**src/rtl/demux_1_8.sv**
```systemverilog
// Registered 1-to-8 demultiplexer: D is steered to the output selected by {a,b,c}
// one clock after sampling; every other output is cleared on the same edge.
module demux_1_8 #(
  parameter int WIDTH = 1
) (
  input  logic             clk,
  input  logic             rst_n,
  input  logic             a,
  input  logic             b,
  input  logic             c,
  input  logic [WIDTH-1:0] D,
  output logic [WIDTH-1:0] Y1,
  output logic [WIDTH-1:0] Y2,
  output logic [WIDTH-1:0] Y3,
  output logic [WIDTH-1:0] Y4,
  output logic [WIDTH-1:0] Y5,
  output logic [WIDTH-1:0] Y6,
  output logic [WIDTH-1:0] Y7,
  output logic [WIDTH-1:0] Y8
);

  logic [2:0]       sel;
  logic [WIDTH-1:0] y_d [8];
  logic [WIDTH-1:0] y_q [8];

  assign sel = {a, b, c};

  // One lane per output; only the selected lane loads D, the rest load zero.
  for (genvar gi = 0; gi < 8; gi++) begin : g_lane
    assign y_d[gi] = (sel == 3'(gi)) ? D : '0;

    always_ff @(posedge clk or negedge rst_n) begin
      if (!rst_n) begin
        y_q[gi] <= '0;
      end else begin
        y_q[gi] <= y_d[gi];
      end
    end
  end

  assign Y1 = y_q[0];
  assign Y2 = y_q[1];
  assign Y3 = y_q[2];
  assign Y4 = y_q[3];
  assign Y5 = y_q[4];
  assign Y6 = y_q[5];
  assign Y7 = y_q[6];
  assign Y8 = y_q[7];

endmodule

```
**config.mk**
```make
export PLATFORM = sky130hd
export DESIGN_NAME = demux_1_8
export DESIGN_NICKNAME = d
export VERILOG_FILES = /design/src/rtl/demux_1_8.sv
export SDC_FILE = /design/constraint.sdc
export NUM_CORES = 1
export LEC_CHECK = 0
export CAP_MARGIN = 5
export CELL_PAD_IN_SITES_DETAIL_PLACEMENT = 2
export CELL_PAD_IN_SITES_GLOBAL_PLACEMENT = 2
export CORE_AREA = 2 2 39 41
export DETAILED_ROUTE_END_ITERATION = 8
export DIE_AREA = 0 0 41 43
export HOLD_SLACK_MARGIN = 0.02
export PLACE_DENSITY_LB_ADDON = 0.1
export SLEW_MARGIN = 0
export SYNTH_ARGS = -nofsm -noshare
export SYNTH_HDL_FRONTEND = slang
export SYNTH_SLANG_ARGS = --single-unit
```
**constraint.sdc**
```tcl
create_clock -name clk -period 0.8 [get_ports clk]
set_input_delay 0.16 -clock clk [delete_from_list [all_inputs] [get_ports clk]]
set_output_delay 0.16 -clock clk [all_outputs]
set_load 0.05 [all_outputs]
```
Word-level counts from Yosys, hierarchy flattened
Index checks and enable logic that the tools add are counted.

cells by class
  equal/unequal tests = 7
  mux-type cells = 8
  reductions and logical operators = 1

operators with widths
  kind                                                              number
  3-bit == test (second input constant)                             4
  1-bit 2-to-1 mux                                                  8
  3-bit by 2-bit == test with 1-bit output (second input constant)  2
  3-bit by 1-bit == test with 1-bit output (second input constant)  1
  3-bit zero test                                                   1

word-level totals
  register bits = 8
  output and inout bits = 8

Logic depth before layout (Yosys ltp)
Gate-level depths: netlist (run 1).

  word-level depth = 2
  gate-level depth with buffers = 1

Worst setup path before layout (run 1)
OpenSTA, ideal clock, no wires.

  path type = reg2out
  start point = register y_q, in the netlist Y1
  end point = output port Y1
  arrival time = 0.586 ns
  required time = 0.640 ns
  setup slack = 0.054 ns
  stages on the path, launching flop included = 1
  path buffers = 0
  path through = dfrtp_1

RTL lines
  what                               line  RTL
  from (decl)                        24    logic [WIDTH-1:0] y_q [8];
  from (signal, indexed assignment)  36    y_q[gi] <= y_d[gi];
  to (decl)                          12    output logic [WIDTH-1:0] Y1,

No word-level cell between the ends.

Final worst setup path (run 1)
  start point = register y_q, in the netlist Y2
  end point = output port Y2

RTL lines
  what       line  RTL
  to (decl)  13    output logic [WIDTH-1:0] Y2,

No word-level cell between the ends.

==> results of run 1 <==
==> final timing paths <==
path | startpoint | to | slack (ns) | depth (start not counted)
min in group clk | a | Y1 | 0.34 | 2
max in group asynchronous | rst_n | Y4 | 0.37 | 1
setup / recovery | Y2 | Y2 | -0.15 | 1
hold / removal | rst_n | Y3 | 0.18 | 1
==> flip-flops by register name (all words and copies together), names as in the netlist <==
name,count
Y3,1
Y8,1
Y7,1
Y2,1
Y5,1
Y6,1
Y4,1
Y1,1
==> what timing repair did <==
item / 4_1_cts / 5_1_grt
endpoints found under the setup margin: 16 / 8
hold buffers: 0 / 0
gates resized for setup: 4 / 0
buffers inserted: 0 / 0
==> where the power goes <==
part	switching [uW]	internal, uW
combinational	68.1	67.0
sequential	8.52	416
clock	114	170
total	190	653
==> logic make-up after synthesis <==
logic type,share of synthesized area (%)
flops,67.51
simple gates,32.49
==> layer usage <==
layer,vias up,wire [microns],share of wire [%]
met3,2,53,9.5
li1,96,-,-
met2,13,302,54
met4,0,10,1.8
met5,-,0,0
met1,100,192,34
==> cell type report <==
| type | instances | area [sq um] |
|---|---|---|
| clock buffer | 3 | 22.52 |
| fill | 139 | 839.6 |
| multi-input combinational | 8 | 96.34 |
| sequential | 8 | 200.2 |
| tap | 16 | 20.02 |
| timing repair buffer | 13 | 205.2 |
==> Yosys cell counts <==
cell	instances	area, sq um
and4_2	1	10.01
and4b_2	3	33.78
and4bb_2	3	37.54
dfrtp_1	8	200.2
nor4b_2	1	15.01
==> through the flow <==
stage,hold slack (ns),setup TNS [ns]
2_1_floorplan,-0.1356,0
3_3_place_gp,0.4474,-2.394
3_5_place_dp,0.4468,-2.610
4_1_cts,0.1800,-1.310
5_1_grt,0.1970,-1.432
6_report,0.1825,-1.175
==> flow_metrics.env, run 1 <==
export IMPL_status="complete, but fails checks"
export IMPL_violations="negative setup slack"
export IMPL_io_buffers=13
export IMPL_final_area_sq_um=544.3
export IMPL_start_kind="flop"
export IMPL_grt_usage_pct=8.682
export IMPL_met1_usage_pct=7.483
export IMPL_root_buffer="clkbuf_4"
export IMPL_ys_ff_latch=8
export IMPL_die_h_microns=43
export IMPL_vias=211
export IMPL_ir_drop_mv=0.4626
export IMPL_wl_per_cell_microns=11.65
export IMPL_grt_max_degree=9
export IMPL_rsz0062_at_grt="true"
export IMPL_clk_path_buf_depth=2
export IMPL_avgSynthCellArea_sq_um=18.53
export IMPL_relSlewSlack_pct=77.53
export IMPL_setup_violations=8
export IMPL_netlist_area_sq_um=296.5
export IMPL_yosys_warnings=0
export IMPL_layout_drive_gt1_share_pct=59.38
export IMPL_dp_cells=45
export IMPL_postPlaceCellArea_sq_um=526.8
export IMPL_power_density_nw_per_um2=1549
export IMPL_slowest_delay_ns=0.39
export IMPL_syn2layout_area_growth_pct=83.54
export IMPL_row_count=14
export IMPL_cp_cell_sequence="buf_12"
export IMPL_ioPinCount=14
export IMPL_n_antenna_cell=0
export IMPL_grt_pass1_vias=219
export IMPL_min_period_ns=0.9546
export IMPL_drt_iter0_drc=1
export IMPL_min_path_type="input port to async pin"
export IMPL_fin_util_pct=39.33
export IMPL_arrival_ns=0.79
export IMPL_cts_sinks=8
export IMPL_ant_nets=0
export IMPL_cp_top_family="flip-flops"
export IMPL_place_ws_ns=-0.3480
export IMPL_die_area_sq_um=1763
export IMPL_antenna_found_initial=0
export IMPL_slew_viol_final=0
export IMPL_overflow=0
export IMPL_clkTransAtPathRegs_ns=0.05
export IMPL_vias_per_cell=4.396
export IMPL_finalNetCount=40
export IMPL_ys_seq_area_share_pct=67.51
export IMPL_path_class="flop to output port"
export IMPL_cts_tree="built"
export IMPL_cts_buffers=3
export IMPL_gr_usage_met2_pct=12.19
export IMPL_post_route_period_util_pct=119.3
export IMPL_leakagePower_uw=0.0002484
export IMPL_cp_data_required_time_ns=0.64
export IMPL_syn_inst=16
export IMPL_met3_usage_pct=3.141
export IMPL_grt_pass1_wl_microns=910
export IMPL_power_uw=843.3
export IMPL_core_sq_um=1384
export IMPL_route_detailed_drc=0
export IMPL_slowest_stage="dfrtp_1"
export IMPL_gp_congestion=0.6716
export IMPL_worst_slack_ns=-0.1546
export IMPL_grt_busiest_layer="met2"
export IMPL_fmax_mhz=1048
export IMPL_hold_violations=0
export IMPL_final_cell_mix="8 x dfrtp_1, 8 x buf_12, 4 x dlygate4sd2_1"
export IMPL_die_w_microns=41
export IMPL_drt_wl_total_microns=559
export IMPL_start_util_pct=21.43
export IMPL_crit_fanout=1
export IMPL_first_pass_iters=2
export IMPL_fin_cells=48
export IMPL_crit_buf_inv=1
export IMPL_ys_types=5
export IMPL_end_kind="output port"
export IMPL_worstMarginPinSlew_ns=0.3359
export IMPL_htree_num_levels=1
export IMPL_synth_nets=22
export IMPL_cap_violations=0
Power figures use the tool's default switching activity.
==> inputs of run 2 (changes only) <==
Settings changed: GPL_TIMING_DRIVEN set to 0, RECOVER_POWER set to 100.
==> run 2 against run 1 <==
Compared with the run above: the flow still finishes with violations (negative setup slack); worst setup slack better by 0.027 ns; maximum frequency is 2.9% higher; flip-flop and latch count stayed put; critical path type unchanged; non-clock buffer count stayed put; sequential power is 0.9% lower; via count is 4.7% lower; largest power group unchanged; cell count stayed put; global-route usage is 0.54 points lower.
==> flow_metrics.env, run 2 (synthesized netlist as in run 1, its figures left out) <==
export IMPL_row_count=14
export IMPL_p_seq_share_pct=51.6
export IMPL_ioPinCount=14
export IMPL_layout_drive_gt1_share_pct=56.25
export IMPL_first_pass_iters=2
export IMPL_slew_viol_final=0
export IMPL_place_ws_ns=-0.4685
export IMPL_vias_per_cell=4.188
export IMPL_finalNetCount=40
export IMPL_slowest_stage="dfrtp_1"
export IMPL_dr_wl_met2_microns=274
export IMPL_cp_startpoint="Y2"
export IMPL_antenna_found_initial=0
export IMPL_route_detailed_drc=0
export IMPL_fmax_mhz=1078
export IMPL_postPlaceCellArea_sq_um=446.7
export IMPL_start_util_pct=21.43
export IMPL_worst_slack_ns=-0.1273
export IMPL_cp_data_required_time_ns=0.64
export IMPL_critical_path_depth=1
export IMPL_overflow=0
export IMPL_power_density_nw_per_um2=1743
export IMPL_grt_usage_pct=8.147
export IMPL_comb_power_share_pct=13.8
export IMPL_cts_hold_buf=0
export IMPL_ant_nets=0
export IMPL_die_area_sq_um=1763
export IMPL_syn2layout_area_growth_pct=57.81
export IMPL_cts_tree="built"
export IMPL_wl_met1_microns=184
export IMPL_clkTransAtPathRegs_ns=0.05
export IMPL_final_area_sq_um=467.9
export IMPL_fin_util_pct=33.82
export IMPL_cap_violations=0
export IMPL_path_class="flop to output port"
export IMPL_setup_violations=8
export IMPL_cts_buffers=3
export IMPL_grt_max_degree=9
export IMPL_die_w_microns=41
export IMPL_cts_sinks=8
export IMPL_min_period_ns=0.9273
export IMPL_root_buffer="clkbuf_4"
export IMPL_hold_violations=0
export IMPL_cp_top_family="flip-flops"
export IMPL_core_sq_um=1384
export IMPL_crit_fanout=1
export IMPL_drt_iter0_drc=1
export IMPL_leakagePower_uw=0.0002301
export IMPL_n_antenna_cell=0
export IMPL_grt_pass1_wl_microns=834
export IMPL_intPower_uw=631.8
export IMPL_cp_cell_sequence="buf_6"
export IMPL_start_kind="flop"
export IMPL_drt_wl_total_microns=532
export IMPL_fillers=149
export IMPL_top_layer_used="met4"
export IMPL_gp_congestion=0.6116
export IMPL_htree_num_levels=1
export IMPL_wl_per_cell_microns=11.08
export IMPL_ir_drop_mv=0.3977
export IMPL_netSwitchingPower_uw=183.8
export IMPL_cts_setup_buffers=0
export IMPL_hold_slack_ns=0.2482
export IMPL_post_route_period_util_pct=115.9
export IMPL_grt_pass1_vias=211
export IMPL_violations="negative setup slack"
export IMPL_arrival_ns=0.77
export IMPL_relSlewSlack_pct=77.85
export IMPL_end_kind="output port"
export IMPL_final_cell_mix="8 x dfrtp_1, 8 x buf_6, 4 x dlygate4sd2_1"
export IMPL_clockPowerShare_pct=34.6
export IMPL_vias=201
export IMPL_worstMarginPinSlew_ns=0.3311
export IMPL_io_buffers=13
export IMPL_die_h_microns=43
export IMPL_clk_path_buf_depth=2
export IMPL_slowest_delay_ns=0.37
export IMPL_status="complete, but fails checks"
export IMPL_rsz0062_at_grt="true"
export IMPL_p_sw_share_pct=22.54
export IMPL_min_path_type="input port to async pin"
export IMPL_wl_met3_microns=62
export IMPL_crit_buf_inv=1
run 2: layout make-up:
class                   count  area (sq um)  share of cell area [%]
clock buffers               3         22.52                   4.813
multi-input cells           8         90.09                   19.25
flip-flops and latches      8         200.2                   42.78
well taps                  16         20.02                   4.278
repair buffers             13         135.1                   28.88
run 2: power groups by stage:
stage	Clock, uW	Combinational [uW]	Sequential [uW]
after floorplan	0	15.7	463
after CTS	303	117	421
after global placement	0	120	424
after global routing	330	121	420
final	282	113	421
after detailed placement	0	121	425
run 2: timing repair:
action,in CTS,in global routing
endpoints found under the hold margin,0,0
resized for setup,60,0
pin swaps,0,0
setup endpoints to repair,16,8
run 2: per-stage QoR:
stage,instances,total power [uW],TNS (ns)
2_1_floorplan,16,478.2,0
3_3_place_gp,45,544.0,-6.058
5_1_grt,48,871.6,-1.229
4_1_cts,48,840.5,-1.097
3_5_place_dp,45,546.2,-6.248
6_report,48,815.6,-0.9642
run 2: path summary, 6_finish.rpt:
path / end / slack (ns)
worst min-delay path: Y2 / 0.25
worst max-delay path: Y2 / -0.13
min in group clk: Y1 / 0.34
max in group asynchronous: Y4 / 0.30
run 2: metal layers:
metal	global-route usage, %	vias up
met5	0	-
met4	12.00	0
met3	3.141	2
met2	11.25	13
met1	6.734	90
li1	-	96
